## config.mk

```make
export PLATFORM = sky130hd
export DESIGN_NAME = setclr_driver
export DESIGN_NICKNAME = d
export VERILOG_FILES = /design/src/rtl/setclr_pkg.sv /design/src/rtl/setclr_hold_cnt.sv /design/src/rtl/setclr_driver.sv
export SDC_FILE = /design/constraint.sdc
export NUM_CORES = 1
export LEC_CHECK = 0
export CORE_MARGIN = 4
export CORE_UTILIZATION = 52
export CTS_BUF_LIST = sky130_fd_sc_hd__clkbuf_8 sky130_fd_sc_hd__clkbuf_16
export DETAILED_ROUTE_END_ITERATION = 6
export GPL_TIMING_DRIVEN = 1
export PLACE_DENSITY = 0.81
export RECOVER_POWER = 100
export SYNTH_ARGS = -nofsm -noshare
export SYNTH_HDL_FRONTEND = slang
export SYNTH_HIERARCHICAL = 1
export SYNTH_SLANG_ARGS = --single-unit
```

## constraint.sdc

```tcl
create_clock -name clk -period 2.9 [get_ports clk]
set_clock_uncertainty 0.2 [all_clocks]
set_input_delay 0.29 -clock clk [delete_from_list [all_inputs] [get_ports clk]]
set_output_delay 0.29 -clock clk [all_outputs]
set_load 0.1 [all_outputs]
```

## src/rtl/setclr_pkg.sv

```systemverilog
// setclr_pkg: shared types and constants for the set/clear pulse driver.
// The driver's optional feedback compare is enabled with SETCLR_CHECK_EN.
package setclr_pkg;

    // Default width of the per-command idle-gap field.
    localparam int GAP_W_DEFAULT = 4;

    // Command opcodes carried on cmd_op.
    localparam logic OP_SET = 1'b1;
    localparam logic OP_CLR = 1'b0;

    // Driver FSM states.
    typedef enum logic [1:0] {
        IDLE  = 2'd0,
        PULSE = 2'd1,
        HOLD  = 2'd2
    } state_t;

    // True when the opcode asks for a set pulse.
    function automatic logic is_set_op(input logic op);
        return (op == OP_SET);
    endfunction

endpackage

```

## src/rtl/setclr_hold_cnt.sv

```systemverilog
// setclr_hold_cnt: loadable down-counter that times the idle gap after a pulse.
// 'last' flags the final gap cycle so the FSM can return to IDLE on that edge.
module setclr_hold_cnt
    import setclr_pkg::*;
#(
    parameter int GAP_W = GAP_W_DEFAULT
) (
    input  logic             clk,
    input  logic             rst,
    input  logic             load,
    input  logic             dec,
    input  logic [GAP_W-1:0] load_val,
    output logic             last
);

    logic [GAP_W-1:0] count;

    // Load on the pulse cycle, count down during the gap, never wrap below zero.
    always_ff @(posedge clk) begin
        if (rst) begin
            count <= '0;
        end else if (load) begin
            count <= load_val;
        end else if (dec && (count != '0)) begin
            count <= count - GAP_W'(1);
        end
    end

    assign last = (count == GAP_W'(1));

endmodule

```

## src/rtl/setclr_driver.sv

```systemverilog
// setclr_driver: turns set/clear commands into single registered pulses for
// the flipflop block, each followed by a programmable idle gap, and tracks
// the expected flop state. Define SETCLR_CHECK_EN to compare that expected
// state against the real flop output and raise a sticky 'mismatch'.
module setclr_driver
    import setclr_pkg::*;
#(
    parameter int GAP_W = GAP_W_DEFAULT
) (
    input  logic             clk,
    input  logic             rst,
    input  logic             cmd_valid,
    output logic             cmd_ready,
    input  logic             cmd_op,
    input  logic [GAP_W-1:0] cmd_hold,
    output logic             set_o,
    output logic             clr_o,
    output logic             busy,
    output logic             shadow,
    input  logic             fb_in,
    output logic             mismatch
);

    state_t           state;
    logic             op_q;
    logic [GAP_W-1:0] hold_q;
    logic             cnt_load;
    logic             cnt_dec;
    logic             cnt_last;

    assign cnt_load = (state == PULSE);
    assign cnt_dec  = (state == HOLD);

    setclr_hold_cnt #(
        .GAP_W    (GAP_W)
    ) u_hold_cnt (
        .clk      (clk),
        .rst      (rst),
        .load     (cnt_load),
        .dec      (cnt_dec),
        .load_val (hold_q),
        .last     (cnt_last)
    );

    // Command FSM; pulses, ready and busy are registered from the next state.
    always_ff @(posedge clk) begin
        if (rst) begin
            state     <= IDLE;
            op_q      <= OP_CLR;
            hold_q    <= '0;
            set_o     <= 1'b0;
            clr_o     <= 1'b0;
            cmd_ready <= 1'b1;
            busy      <= 1'b0;
            shadow    <= 1'b0;
        end else begin
            set_o <= 1'b0;
            clr_o <= 1'b0;
            case (state)
                IDLE: begin
                    if (cmd_valid) begin
                        op_q      <= cmd_op;
                        hold_q    <= cmd_hold;
                        state     <= PULSE;
                        set_o     <= is_set_op(cmd_op);
                        clr_o     <= !is_set_op(cmd_op);
                        cmd_ready <= 1'b0;
                        busy      <= 1'b1;
                    end
                end
                PULSE: begin
                    shadow <= is_set_op(op_q);
                    if (hold_q == '0) begin
                        state     <= IDLE;
                        cmd_ready <= 1'b1;
                        busy      <= 1'b0;
                    end else begin
                        state <= HOLD;
                    end
                end
                HOLD: begin
                    if (cnt_last) begin
                        state     <= IDLE;
                        cmd_ready <= 1'b1;
                        busy      <= 1'b0;
                    end
                end
                default: begin
                    state     <= IDLE;
                    cmd_ready <= 1'b1;
                    busy      <= 1'b0;
                end
            endcase
        end
    end

`ifdef SETCLR_CHECK_EN
    logic armed;
    logic sticky;
    logic live_err;

    // The compare is live in the same cycle so a wrong flop shows up at once;
    // shadow and the flop change on the same edge, so no cycle is masked.
    assign live_err = armed && (fb_in != shadow);
    assign mismatch = sticky | live_err;

    // Arm one cycle after reset release and latch any disagreement until reset.
    always_ff @(posedge clk) begin
        if (rst) begin
            armed  <= 1'b0;
            sticky <= 1'b0;
        end else begin
            armed <= 1'b1;
            if (live_err) begin
                sticky <= 1'b1;
            end
        end
    end
`else
    logic unused_fb;

    assign unused_fb = fb_in;
    assign mismatch  = 1'b0;
`endif

endmodule
```

==> flow_summary.ini <==
[outcome]
status = complete, no violations

[placed_design]
hpwlAfterDp_mm = 1.06
gp_congestion = 0.800
port_buffers = 12

[detailed_routing]
drc = 0
first_pass_iters = 2
via_per_inst = 5.62
dr_total_vias = 601
ant_nets = 0
drtIter0Drc = 1
routed_wl_mm = 1.40
wl_per_cell_um = 13.1

[cts]
clk_latency_ns = 0.25
path_clk_slew_ns = 0.06
numCtsBuffers = 3
cts_max_level = 1
clock-sinks = 16
clk_path_buf_depth = 2
cts_hold_buffers = 0
root_buffer = clkbuf_8
postCtsResizedCells = 0
cts_setup_buffers = 0
cts_tree = yes

[pwr]
p_leak_nw = 0.357
cellPowerDensity_nw_per_um2 = 635
ir_worst_vdd_v = 0.000361

[critical_path]
slowest_delay_ns = 0.92
cp-start-kind = input pin
crit_path_cell_trace = dlygate4sd3_1, nor3b_1, mux2i_1, nor2_1
rr_worst_depth = 3
cp.required_ns = 2.82
worst_setup_path_end_kind = register
path_max_fanout = 7
arrival_ns = 2.08
slowest_stage = nor3b_1
criticalPathCategory = in2reg

[die]
die_w_um = 45.8
num_io_pins = 15
start_util_pct = 56.5
die-area_um2 = 2100
coreArea_um2 = 1320
die_h_um = 45.8
core.rowCount = 13

[sta]
setup_viol = 0
slew_headroom_pct = 22.2
hold_slack_ns = 0.268
rsz0062_at_grt = no
worstMarginPinSlew_ns = 1.17
drv_slew = 0
min_period_over_period_pct = 74.2
clock.fmax_mhz = 465
hold_viol = 0
setup_tns_ns = 0
finalCriticalPeriod_ns = 2.15

[logic_synthesis]
syn-cell-area_um2 = 744
synth_top_family_by_area = simple AND/OR/NAND/NOR gates
ys_seq_area_share_pct = 43.0
synth_cells = 78
synthAdderAreaFrac_pct = 3.36
synth-xor-area-share_pct = 0
synthSimpleGateAreaFrac_pct = 27.1
synthDistinctLibCells = 28
yosysTopAreaCellShare_pct = 43.0
synthMuxAreaShare_pct = 8.07
synth_compound_area_share_pct = 13.4
yosys.area.top_type = dfxtp_1
ys_top_cells_by_area = dfxtp_1 (43%), mux2i_1 (8.1%), nor2_1 (6.6%)
ys_ff_latch = 16
ys_warn_count = 6
ys_async_sr_fraction_pct = 0
synth_ff_type = dfxtp_1
syn_nets = 89
synth_edf_count = 0
syn_avg_cell_area_um2 = 9.54

[min_path]
hold_path_class = reg2reg
holdPathStages = 2

[global_route]
overflow = 0
antenna_found_initial = 0
grt_usage_pct = 15.4
grt_max_degree = 15
grt_pass1_vias = 548
grt_pass1_wl_mm = 2.32

[layout]
drive_gt1_share_pct = 8.70
syn2layout_area_growth_pct = 18.5
fin_nets = 104
multiInputGateArea_um2 = 377
nFillCells = 127
n_antenna_cell = 0
register_area_um2 = 320
fin_util_pct = 67.0

[run]
drv_cap = 0
==> sequential cells by signal, summed over array words and instances, names as in the netlist <==
name / flops
busy: 1
cmd_ready: 1
shadow: 1
set_o: 1
op_q: 1
clr_o: 1
u_hold_cnt/count: 4
hold_q: 4
state: 2
==> report_power, final <==
group / internal (mW) / leakage (nW) / switching [mW]
Sequential: 0.235 / 0.131 / 0.0118
Combinational: 0.0373 / 0.197 / 0.0792
Clock: 0.120 / 0.0288 / 0.0759
Total: 0.393 / 0.357 / 0.167
==> kinds of logic (layout without fill, tap and decap cells) <==
family / Yosys count / in the layout
flops: 16 / 16
buf+inv: 8 / 22
compound gates: 10 / 10
simple gates: 35 / 35
other cells: 1 / 1
fa+ha+maj: 2 / 2
mux: 6 / 6
==> worst max-delay path, delay by kind of cell <==
kind,cells,cell delay [ns]
simple gates,2,0.98
buf+inv,1,0.53
mux,1,0.27
==> layer usage <==
layer | track usage (%) | part of all wire (%) | vias up | wire length [um]
met2 | 26.2 | 48 | 11 | 673
met4 | 8.52 | 1.4 | 0 | 19
met3 | 3.56 | 4.8 | 4 | 68
met5 | 0 | 0 | - | 0
li1 | - | - | 305 | -
met1 | 17.4 | 46 | 281 | 642
==> cell type report <==
type / count / share of cell area, %
Clock buffer: 4 / 6.24
Inverter: 5 / 2.13
Multi-Input combinational cell: 54 / 42.7
Sequential cell: 16 / 36.3
Tap cell: 15 / 2.13
Timing Repair Buffer: 13 / 10.5
==> path summary, 6_finish.rpt <==
| path | from | to | slack, ns |
|---|---|---|---|
| setup / recovery | cmd_valid | hold_q[0] | 0.75 |
| hold / removal | busy | busy | 0.27 |
| setup reg to reg | state[1] | hold_q[0] | 0.97 |
| hold reg to reg | busy | busy | 0.27 |
==> synth_stat cells (all sizes together) (2+ instances only) <==
library cell and instances:
and3 2, a2111oi 3, a211oi 2, mux2i 6, nand2 4, nor2 13
ha 2, inv 5, clkbuf 2, nor2b 3, nor3b 2, nor3 5
dfxtp 16
==> cell usage in the layout, fill, tap and decap left out, drive strengths merged <==
| master | netlist | routed |
|---|---|---|
| dfxtp | 16 | 16 |
| nor2 | 13 | 13 |
| clkbuf | 2 | 10 |
| mux2i | 6 | 6 |
| inv | 5 | 5 |
| nor3 | 5 | 5 |
| clkdlybuf4s50 | 0 | 5 |
| nand2 | 4 | 4 |
| nor2b | 3 | 3 |
| a2111oi | 3 | 3 |
| nor3b | 2 | 2 |
| and3 | 2 | 2 |
| a211oi | 2 | 2 |
| dlygate4sd3 | 0 | 2 |
| ha | 2 | 2 |
| and2b | 1 | 1 |
| or4 | 1 | 1 |
| a31oi | 1 | 1 |
| a22oi | 1 | 1 |
| a21o | 1 | 1 |
| conb | 1 | 1 |
| or3b | 1 | 1 |
| a311oi | 1 | 1 |
| and4 | 1 | 1 |
| or3 | 1 | 1 |
| and4b | 1 | 1 |
| a311o | 1 | 1 |
==> stage by stage <==
stage	instances	setup slack (ns)	area, um2	total power, mW
after floorplan	78	1.07	744	0.348
after global placement	103	0.894	863	0.375
after detailed placement	103	0.882	863	0.378
after CTS	107	1.02	918	0.575
after global routing	107	0.635	882	0.584
final	107	0.749	882	0.560
No activity file was read; power rests on OpenSTA's default activity.
